[config.mk]
export PLATFORM = sky130hd
export DESIGN_NAME = spi_responder
export DESIGN_NICKNAME = d
export VERILOG_FILES = /design/src/rtl/spi_responder.sv
export SDC_FILE = /design/constraint.sdc
export NUM_CORES = 1
export LEC_CHECK = 0
export CAP_MARGIN = 10
export CELL_PAD_IN_SITES_DETAIL_PLACEMENT = 1
export CELL_PAD_IN_SITES_GLOBAL_PLACEMENT = 1
export CORE_MARGIN = 5
export CORE_UTILIZATION = 43
export CTS_CLUSTER_DIAMETER = 100
export DETAILED_ROUTE_END_ITERATION = 10
export PLACE_DENSITY_LB_ADDON = 0.3
export SLEW_MARGIN = 20
export SYNTH_ARGS = -nofsm -noshare
export SYNTH_HDL_FRONTEND = slang
export SYNTH_SLANG_ARGS = --single-unit
[constraint.sdc]
create_clock -name Clk_i -period 2.2 [get_ports Clk_i]
set_input_delay 0.33 -clock Clk_i [delete_from_list [all_inputs] [get_ports Clk_i]]
set_output_delay 0.33 -clock Clk_i [all_outputs]
set_load 0.02 [all_outputs]
[src/rtl/spi_responder.sv]
// SPI mode-0 responder: 8-bit MSB-first full-duplex frames with a one-byte
// transmit holding register and a receive byte port with a valid pulse.
module spi_responder #(
    parameter logic [1:0]  SS_ID       = 2'd1,
    parameter int unsigned SYNC_STAGES = 0
) (
    input  logic       Clk_i,
    input  logic       Rst_i,
    input  logic       sck_i,
    input  logic       mosi_i,
    input  logic [1:0] ss_i,
    output logic       miso_o,
    input  logic [7:0] tx_data_i,
    input  logic       tx_load_i,
    output logic       tx_full_o,
    output logic [7:0] rx_data_o,
    output logic       rx_valid_o,
    output logic       tx_underrun_o,
    output logic       tx_overflow_o
);

    typedef enum logic {
        IDLE,
        ACTIVE
    } state_t;

    state_t      state;
    logic        sck_s;
    logic        mosi_s;
    logic [1:0]  ss_s;
    logic        sck_q;
    logic [7:0]  txsh;
    logic [7:0]  rxsh;
    logic [3:0]  bitcnt;
    logic [7:0]  hold;
    logic        tx_full;
    logic [7:0]  rx_data;
    logic        rx_valid;
    logic        rx_pend;
    logic        tx_underrun;
    logic        tx_overflow;
    logic        sel;
    logic        rise;
    logic        fall;
    logic        frame_load;

    generate
        if (SYNC_STAGES == 0) begin : g_nosync
            assign sck_s  = sck_i;
            assign mosi_s = mosi_i;
            assign ss_s   = ss_i;
        end else begin : g_sync
            logic [SYNC_STAGES-1:0]      sck_pipe;
            logic [SYNC_STAGES-1:0]      mosi_pipe;
            logic [SYNC_STAGES-1:0][1:0] ss_pipe;

            always_ff @(posedge Clk_i or posedge Rst_i) begin
                if (Rst_i) begin
                    sck_pipe  <= '0;
                    mosi_pipe <= '0;
                    ss_pipe   <= '0;
                end else begin
                    sck_pipe[0]  <= sck_i;
                    mosi_pipe[0] <= mosi_i;
                    ss_pipe[0]   <= ss_i;
                    for (int unsigned i = 1; i < SYNC_STAGES; i++) begin
                        sck_pipe[i]  <= sck_pipe[i-1];
                        mosi_pipe[i] <= mosi_pipe[i-1];
                        ss_pipe[i]   <= ss_pipe[i-1];
                    end
                end
            end

            assign sck_s  = sck_pipe[SYNC_STAGES-1];
            assign mosi_s = mosi_pipe[SYNC_STAGES-1];
            assign ss_s   = ss_pipe[SYNC_STAGES-1];
        end
    endgenerate

    assign sel  = (ss_s == SS_ID);
    assign rise = sck_s & ~sck_q;
    assign fall = ~sck_s & sck_q;

    // A frame loads on first select, or on the trailing fall of a completed
    // byte while still selected (back-to-back frames).
    always_comb begin
        frame_load = 1'b0;
        if (sel) begin
            if (state == IDLE)
                frame_load = 1'b1;
            else if (fall && bitcnt == 4'd8)
                frame_load = 1'b1;
        end
    end

    always_ff @(posedge Clk_i or posedge Rst_i) begin
        if (Rst_i) begin
            state       <= IDLE;
            sck_q       <= 1'b0;
            txsh        <= '0;
            rxsh        <= '0;
            bitcnt      <= '0;
            hold        <= '0;
            tx_full     <= 1'b0;
            rx_data     <= '0;
            rx_valid    <= 1'b0;
            rx_pend     <= 1'b0;
            tx_underrun <= 1'b0;
            tx_overflow <= 1'b0;
        end else begin
            sck_q       <= sck_s;
            rx_valid    <= 1'b0;
            rx_pend     <= 1'b0;
            tx_underrun <= 1'b0;
            tx_overflow <= 1'b0;

            // A completed byte is delivered even if the frame was just deselected.
            if (rx_pend) begin
                rx_data  <= rxsh;
                rx_valid <= 1'b1;
            end

            if (frame_load) begin
                txsh        <= tx_full ? hold : 8'h00;
                tx_underrun <= ~tx_full;
                bitcnt      <= '0;
            end

            // A load coinciding with a frame load refills the register just emptied.
            if (tx_load_i) begin
                if (!tx_full || frame_load) begin
                    hold    <= tx_data_i;
                    tx_full <= 1'b1;
                end else begin
                    tx_overflow <= 1'b1;
                end
            end else if (frame_load) begin
                tx_full <= 1'b0;
            end

            case (state)
                IDLE: begin
                    if (sel)
                        state <= ACTIVE;
                end
                ACTIVE: begin
                    if (!sel) begin
                        state  <= IDLE;
                        bitcnt <= '0;
                    end else if (rise && bitcnt != 4'd8) begin
                        rxsh   <= {rxsh[6:0], mosi_s};
                        bitcnt <= bitcnt + 4'd1;
                        if (bitcnt == 4'd7)
                            rx_pend <= 1'b1;
                    end else if (fall && bitcnt != 4'd8) begin
                        txsh <= {txsh[6:0], 1'b0};
                    end
                end
                default: state <= IDLE;
            endcase
        end
    end

    assign miso_o        = (state == ACTIVE) & txsh[7];
    assign tx_full_o     = tx_full;
    assign rx_data_o     = rx_data;
    assign rx_valid_o    = rx_valid;
    assign tx_underrun_o = tx_underrun;
    assign tx_overflow_o = tx_overflow;

endmodule

==> out/metrics.cfg, run 1 <==
[setup_path]
critical_path.endpoint=tx_full_o
reg2reg_slack_ns=0.43
critPathLaunch=tx_full_o$_DFFE_PP0P_
start_kind=register
crit_buf_inv=1
cp.depth=1
worstPathArrival_ns=1.57
end_kind=primary output
cpLargestDelayFamily=buffers and inverters
reg2reg_depth=6
max_stage_delay_ns=0.69
path_cells=clkdlybuf4s50_1
critPathKind=reg2out
cp_max_fo=12
rr_endpoint=hold[0]$_DFFE_PP0P_
worstPathRequired_ns=1.87
rr_startpoint=bitcnt[0]$_DFF_PP0_
crit_slowest_cell=clkdlybuf4s50_1

[routing]
drc=0
routed_wl_um=3740
ant_nets=0
dr.first_iter.drc_count=62
vias=1149
vias_per_cell=5.29
wire_per_inst_um=17.2
firstDrtPassIters=3

[floorplanning]
pin_count=28
die_w_um=74.8
core_area_mm2=0.00403
num_rows=23
start_util=0.448
die_area_mm2=0.00559
die_h_um=74.8

[placement]
dp_cells=209
portBuffers=27
dp_hpwl_um=2570
placed_cell_area_mm2=0.00212
gp_congestion=0.708

[clock_network]
hold_buffers=0
postCtsSetupBuffers=0
path_clk_slew_ns=0.09
clock_latency_ns=0.30
htreeDepth=2
post_cts_resized=0
cts_max_path_buffers=2
cts_tree=built
cts_root_buf=clkbuf_8
cts.sinks=43
cts_inserted_buffers=5

[layout]
final_area_mm2=0.00224
post-route-util=0.555
multi_input_area_um2=673
fin_cells=217
antenna_cells=0
ff_latch_area_mm2=0.00108
nets=183
fillCellCount=424
drive_gt1_frac=0.257
syn_to_final_growth_pct=24.0

[status]
status=completed

[yosys]
synth-seq-area-share=0.597
yosys_warnings=0
netlist_instances=134
synthTopCellsByArea=dfrtp_1, mux2_2, mux2_4
synth.distinct_cells=32
yosys.area.top_type=dfrtp_1
netlist_area_mm2=0.00180
synth.top_cell.area_share=0.597
synth_nets=151
ys_ff_latch=43
syn-mean-instance-area_um2=13.5

[global_route]
grt_pass1_wl_um=6510
use_met2=0.270
grtUsageTotal=0.158
gr-total-overflow=0
met3_usage=0.0427
antenna_found_initial=0
grt_max_degree=44
use_met1=0.189
grt_pass1_vias=1244
gr-max-usage-layer=met2

[sta]
timing.final.crit_share=0.863
min_period_ns=1.90
worstMarginPinSlew_ns=0.530
final-setup-viol-count=0
slew_headroom=0.647
clock_skew_ns=0.00727
hold_violations=0
clock.fmax_ghz=0.527
slew_viol_final=0
tns_ns=0
rsz0062_at_grt=false

[worst_hold_path]
hold_class=in2async

[power]
power.leakage_nw=1.02
vdd_drop_max_v=0.000589
power.density_mw_per_mm2=778

[run]
cap_violations=0

==> worst min path at each step <==
| stage | from | to | slack (ns) | cells past startpoint |
|---|---|---|---|---|
| finish | Rst_i | rxsh[1]$_DFFE_PP0P_ | 0.48 | 3 |
| global route | Rst_i | rx_data_o[1]$_DFFE_PP0P_ | 0.53 | 3 |
| CTS | Rst_i | rx_data_o[0]$_DFFE_PP0P_ | 0.50 | 3 |
| detailed placement | hold[3]$_DFFE_PP0P_ | hold[3]$_DFFE_PP0P_ | 0.50 | 1 |
| global placement | hold[1]$_DFFE_PP0P_ | hold[1]$_DFFE_PP0P_ | 0.49 | 1 |
| floorplan | rx_pend$_DFF_PP0_ | rx_valid_o$_DFF_PP0_ | 0.35 | 0 |
==> final cells by class <==
| cell class | count | share of cell area |
|---|---|---|
| multi-input cells | 81 | 0.301 |
| repair buffers | 30 | 0.131 |
| clock inverters | 3 | 0.0196 |
| well taps | 50 | 0.0280 |
| flip-flops and latches | 43 | 0.481 |
| clock buffers | 5 | 0.0308 |
| inverters | 5 | 0.00839 |
==> cells in the final DEF (no fill, tap or decap), types with 2 or more instances in the layout <==
cell	n
and2_1	2
nand2b_1	2
nor2b_1	4
clkdlybuf4s50_1	27
mux2_4	5
dfrtp_1	43
a21oi_1	9
buf_4	3
ha_1	2
nor2_1	2
inv_1	5
nand2_1	9
o22ai_1	8
a22o_1	2
clkbuf_8	5
mux2_2	20
==> sequential cells by signal, summed over array words and instances, names as in the netlist <==
register	count
tx_overflow_o	1
bitcnt	4
sck_q	1
rx_pend	1
rxsh	8
tx_underrun_o	1
state	1
rx_data_o	8
hold	8
tx_full_o	1
rx_valid_o	1
txsh	8
==> synth_stat cells, drive strengths merged <==
| cell | n |
|---|---|
| ha | 2 |
| inv | 5 |
| clkbuf | 3 |
| a22o | 2 |
| nand4 | 1 |
| and2 | 2 |
| buf | 2 |
| nand2b | 3 |
| a31o | 1 |
| o21bai | 1 |
| nand3 | 1 |
| nand2 | 9 |
| o21ai | 3 |
| a21oi | 9 |
| dfrtp | 43 |
| nor2b | 4 |
| a21bo | 1 |
| and4 | 1 |
| a21o | 1 |
| and4b | 1 |
| nand3b | 1 |
| mux2 | 25 |
| nor2 | 2 |
| xnor2 | 1 |
| and3 | 1 |
| o22ai | 8 |
| nor3 | 1 |
==> metal layers <==
metal  up-vias  share of wire
met3         8          0.036
met5         -              0
met1       585           0.41
met4         0          0.021
li1        534              -
met2        22           0.54
==> power by group <==
| group | switching [mW] | leakage [nW] | total [mW] | internal [mW] |
|---|---|---|---|---|
| Combinational | 0.0896 | 0.415 | 0.202 | 0.112 |
| Clock | 0.274 | 0.0581 | 0.612 | 0.338 |
| Sequential | 0.0542 | 0.551 | 0.925 | 0.871 |
==> logic make-up after synthesis <==
kind of cell,count (synthesis),synth area share
buf+inv,10,0.0298
flops,43,0.597
fa+ha+maj,2,0.0139
mux,25,0.167
simple gates,27,0.0965
compound gates,26,0.0916
xor+xnor,1,0.00486
==> per-stage QoR <==
step	hold WS [ns]	setup WS [ns]	power, mW
detailed placement	0.495	0.216	1.14
CTS	0.500	0.267	1.76
floorplan	0.352	0.614	1.06
global route	0.529	0.218	1.83
global placement	0.489	0.259	1.12
finish	0.476	0.301	1.74
(Power assumes the default switching activity.)
==> inputs of run 2 (changes only) <==
--- a/config.mk
+++ b/config.mk
@@ -11,8 +11,9 @@
 export CORE_MARGIN = 5
 export CORE_UTILIZATION = 43
 export CTS_CLUSTER_DIAMETER = 100
+export CTS_CLUSTER_SIZE = 24
 export DETAILED_ROUTE_END_ITERATION = 10
-export PLACE_DENSITY_LB_ADDON = 0.3
+export PLACE_DENSITY = 0.74
 export SLEW_MARGIN = 20
 export SYNTH_ARGS = -nofsm -noshare
 export SYNTH_HDL_FRONTEND = slang
==> out/metrics.cfg, run 2 (same netlist as run 1, synthesis figures left out) <==
[routing]
vias_per_cell=5.16  ; -2.5%
drc=0  ; unchanged
vias=1115  ; -3.0%
wire_per_inst_um=16.0  ; -7.3%
routed_wl_um=3450  ; -7.7%
ant_nets=0  ; unchanged
dr.first_iter.drc_count=68  ; +9.7%
firstDrtPassIters=4  ; +1

[layout]
antenna_cells=0  ; unchanged
nets=182  ; -0.55%
final_common_cell=dfrtp_1
multi_input_area_um2=673  ; unchanged
fin_cells=216  ; -0.46%
ff_latch_area_mm2=0.00108  ; unchanged
drive_gt1_frac=0.247  ; -0.0105
final_area_mm2=0.00220  ; -1.6%
fillCellCount=415  ; -2.1%
syn_to_final_growth_pct=22.1
post-route-util=0.546  ; -0.00870
final_cell_mix=dfrtp_1, clkdlybuf4s50_1, mux2_2, a21oi_1, nand2_1

[power]
power.density_mw_per_mm2=727  ; -6.6%
power.leakage_nw=1.00  ; -2.2%
p_total_mw=1.60  ; -8.0%
vdd_drop_max_v=0.000394  ; -33%

[clock_network]
post_cts_resized=0  ; unchanged
cts_root_buf=clkbuf_8
cts_tree=built
path_clk_slew_ns=0.08  ; about the same
cts_inserted_buffers=5  ; unchanged
hold_buffers=0  ; unchanged
cts.sinks=43  ; unchanged
htreeDepth=2  ; unchanged
postCtsSetupBuffers=0  ; unchanged
clock_latency_ns=0.29  ; about the same
cts_max_path_buffers=2  ; unchanged

[floorplanning]
core_area_mm2=0.00403  ; unchanged
num_rows=23  ; unchanged
start_util=0.448  ; unchanged
die_area_mm2=0.00559  ; unchanged
die_h_um=74.8  ; unchanged
die_w_um=74.8  ; unchanged
pin_count=28  ; unchanged

[global_route]
grt_max_degree=44  ; unchanged
use_met2=0.253  ; -0.0176
gr-total-overflow=0  ; unchanged
antenna_found_initial=0  ; unchanged
grt_pass1_wl_um=6290  ; -3.5%
grtUsageTotal=0.149  ; -0.00881
grt_pass1_vias=1287  ; +3.5%
use_met1=0.184  ; -0.00547
met3_usage=0.0454  ; +0.00267
gr-max-usage-layer=met2

[sta]
tns_ns=0  ; unchanged
rsz0062_at_grt=false
final-setup-viol-count=0  ; unchanged
clock_skew_ns=0.00464  ; -0.00263 ns
clock.fmax_ghz=0.526  ; -0.12%
worstMarginPinSlew_ns=0.531  ; +0.00156 ns
slew_headroom=0.646  ; -0.00104
min_period_ns=1.90  ; +0.00219 ns
fin_ws_ns=0.299  ; -0.00220 ns
fin_hold_ws_ns=0.469  ; -0.00724 ns
slew_viol_final=0  ; unchanged
hold_violations=0  ; unchanged
timing.final.crit_share=0.864  ; +0.000998

[setup_path]
start_kind=register
worstPathRequired_ns=1.87  ; about the same
end_kind=primary output
worstPathArrival_ns=1.57  ; about the same
critPathKind=reg2out
cp_max_fo=9  ; -3

[placement]
placed_cell_area_mm2=0.00212  ; -0.35%
dp_cells=208  ; -0.48%
pre_cts_slack_ns=0.219  ; +0.00338 ns
dp_hpwl_um=2510  ; -2.3%
gp_congestion=0.762  ; +7.7%
portBuffers=27  ; unchanged

[run]
cap_violations=0  ; unchanged

[status]
status=completed

[worst_hold_path]
hold_class=in2async

## run 2: cell types whose count changed in the layout (fill, tap and decap cells not counted), sizes merged
cell      previous run  this run
clkinvlp             0         1
buf                  3         2
bufinv               1         0
clkbuf               5         6
clkinv               2         1
## run 2: final cells by class
cell class,count,area share
clock inverter,2,0.00569
inverter,5,0.00853
tap,50,0.0284
timing repair buffer,29,0.130
clock buffer,6,0.0330
multi-input combinational,81,0.306
sequential,43,0.489
## run 2: metal layers
metal	up-vias	wire [µm]
li1	529	-
met1	559	1490
met2	22	1760
met3	5	154
met4	0	54
met5	-	0
## run 2: report_power, final
part	leakage (nW)	internal, mW	switching [mW]
Clock	0.0412	0.222	0.260
Sequential	0.551	0.871	0.0497
Combinational	0.410	0.111	0.0862
## run 2: path summary, 6_finish.rpt
kind,from,to,slack (ns),cells past startpoint
hold / removal,Rst_i,txsh[7]$_DFF_PP0_,0.47,3
max in group asynchronous,Rst_i,hold[3]$_DFFE_PP0P_,1.36,3
min in group Clk_i,hold[2]$_DFFE_PP0P_,hold[2]$_DFFE_PP0P_,0.51,1
hold reg to reg,hold[2]$_DFFE_PP0P_,hold[2]$_DFFE_PP0P_,0.51,1
setup / recovery,state$_DFF_PP0_,miso_o,0.30,2
setup reg to reg,bitcnt[0]$_DFF_PP0_,txsh[2]$_DFF_PP0_,0.45,6
## run 2: worst max-delay path, stage by stage (launching register included)
cell	delay, ns
dfrtp_1	0.51
and2_1	0.18
clkdlybuf4s50_1	0.60
==> inputs of run 3 (changes only) <==
--- a/config.mk
+++ b/config.mk
@@ -13,7 +13,9 @@
 export CTS_CLUSTER_DIAMETER = 100
 export CTS_CLUSTER_SIZE = 24
 export DETAILED_ROUTE_END_ITERATION = 10
+export GPL_ROUTABILITY_DRIVEN = 0
 export PLACE_DENSITY = 0.74
+export REMOVE_ABC_BUFFERS = 1
 export SLEW_MARGIN = 20
 export SYNTH_ARGS = -nofsm -noshare
 export SYNTH_HDL_FRONTEND = slang
==> out/metrics.cfg, run 3 (same netlist as run 1, synthesis figures left out) <==
[sta]
hold_violations=0  ; unchanged
min_period_ns=1.94  ; +0.0407 ns
tns_ns=0  ; unchanged
rsz0062_at_grt=false
final-setup-viol-count=0  ; unchanged
clock_skew_ns=0.00675  ; +0.00211 ns
slew_headroom=0.636  ; -0.0101
slew_viol_final=0  ; unchanged
clock.fmax_ghz=0.515  ; -2.1%
worstMarginPinSlew_ns=0.546  ; +0.0151 ns
timing.final.crit_share=0.882  ; +0.0185

[power]
clkPwrFrac=0.352  ; +0.051
vdd_drop_max_v=0.000448  ; +14%
power.leakage_nw=1.02  ; +1.7%
intPower_mw=1.32  ; +9.6%
seq_power_share=0.533  ; -0.042
p_comb_frac=0.115  ; -0.008
switching_power_mw=0.408  ; +3.1%
power.density_mw_per_mm2=775  ; +6.7%
swShare=0.236  ; -0.0113

[setup_path]
worstPathArrival_ns=1.61  ; +0.04 ns
cpLargestDelayFamily=buffers and inverters
worstPathRequired_ns=1.87  ; about the same
critPathKind=reg2out
end_kind=primary output
critPathLaunch=state$_DFF_PP0_
rr_startpoint=bitcnt[0]$_DFF_PP0_
path_cells=and2_1 -> clkdlybuf4s50_1
cp_max_fo=9  ; unchanged
crit_buf_inv=1  ; unchanged
crit_slowest_cell=clkdlybuf4s50_1
start_kind=register
max_stage_delay_ns=0.61  ; about the same

[floorplanning]
core_area_mm2=0.00403  ; unchanged
pin_count=28  ; unchanged
die_h_um=74.8  ; unchanged
start_util=0.448  ; unchanged
die_w_um=74.8  ; unchanged
die_area_mm2=0.00559  ; unchanged
num_rows=23  ; unchanged

[layout]
final_common_cell=dfrtp_1
ff_latch_area_mm2=0.00108  ; unchanged
final_cell_mix=dfrtp_1, clkdlybuf4s50_1, mux2_2, a21oi_1, nand2_1
nets=182  ; unchanged
multi_input_area_um2=673  ; unchanged
post-route-util=0.553  ; +0.00683
antenna_cells=0  ; unchanged
drive_gt1_frac=0.253  ; +0.00602
syn_to_final_growth_pct=23.6
fillCellCount=419  ; +0.96%

[routing]
vias_per_cell=5.21  ; +0.90%
vias=1125  ; +0.90%
routed_wl_um=3590  ; +3.9%
firstDrtPassIters=3  ; -1
wire_per_inst_um=16.6  ; +3.9%
dr.first_iter.drc_count=32  ; -53%
drc=0  ; unchanged
ant_nets=0  ; unchanged

[global_route]
grtUsageTotal=0.146  ; -0.00321
grt_max_degree=44  ; unchanged
antenna_found_initial=0  ; unchanged
grt_pass1_vias=1255  ; -2.5%
gr-total-overflow=0  ; unchanged
grt_pass1_wl_um=6090  ; -3.1%

[clock_network]
clock_latency_ns=0.29  ; about the same
cts_inserted_buffers=5  ; unchanged
postCtsSetupBuffers=0  ; unchanged
post_cts_resized=0  ; unchanged
cts_max_path_buffers=2  ; unchanged
cts_tree=built
cts.sinks=43  ; unchanged
path_clk_slew_ns=0.08  ; about the same
hold_buffers=0  ; unchanged
cts_root_buf=clkbuf_8
htreeDepth=2  ; unchanged

[placement]
portBuffers=27  ; unchanged
dp_hpwl_um=2480  ; -1.3%

[run]
cap_violations=0  ; unchanged

[status]
status=completed

[worst_hold_path]
hold_class=in2async

==> run 3: metrics by stage <==
| step | power (mW) | setup WS (ns) | cell area [µm²] | instances | hold WS (ns) |
|---|---|---|---|---|---|
| after floorplan | 1.06 | 0.622 | 1770 | 129 | 0.361 |
| after global placement | 1.12 | 0.285 | 2120 | 208 | 0.489 |
| after detailed placement | 1.14 | 0.209 | 2120 | 208 | 0.494 |
| after CTS | 1.75 | 0.249 | 2230 | 216 | 0.486 |
| after global routing | 1.81 | 0.207 | 2230 | 216 | 0.532 |
| final | 1.73 | 0.259 | 2230 | 216 | 0.480 |
==> run 3: routing by layer <==
metal	up-vias	share of wire	global-route usage
met5	-	0	0
met4	0	0.016	0.0593
met3	6	0.045	0.0360
met2	22	0.51	0.252
met1	564	0.43	0.176
li1	533	-	-
==> run 3: worst paths after layout <==
kind	endpoint	slack [ns]	depth (start not counted)
min in group Clk_i	rx_data_o[6]$_DFFE_PP0P_	0.51	1
max	miso_o	0.26	2
min	rx_data_o[6]$_DFFE_PP0P_	0.48	3
min reg2reg	rx_data_o[6]$_DFFE_PP0P_	0.51	1
max in group asynchronous	bitcnt[0]$_DFF_PP0_	1.35	3
max reg2reg	txsh[1]$_DFF_PP0_	0.41	6
==> run 3: area by class of cell <==
type / count / area share
multi-input cells: 81 / 0.302
flip-flops and latches: 43 / 0.483
well taps: 50 / 0.0281
repair buffers: 29 / 0.128
clock inverters: 3 / 0.0197
clock buffers: 5 / 0.0309
inverters: 5 / 0.00842
==> run 3: worst reg2reg max path: cells and delay by family, from the launching register on <==
family	cells	cell delay [ns]
AOI/OAI and AO/OA	2	0.61
DFF	1	0.42
and+or+nand+nor	2	0.34
adders and majority gates	1	0.21
buffers and inverters	1	0.08
==> run 3: power by group through the flow <==
stage / clock network, mW / registers [mW] / logic (mW)
final: 0.608 / 0.921 / 0.199
after CTS: 0.629 / 0.922 / 0.203
after floorplan: 0 / 0.924 / 0.132
after global routing: 0.655 / 0.932 / 0.222
after detailed placement: 0 / 0.937 / 0.200
after global placement: 0 / 0.932 / 0.190
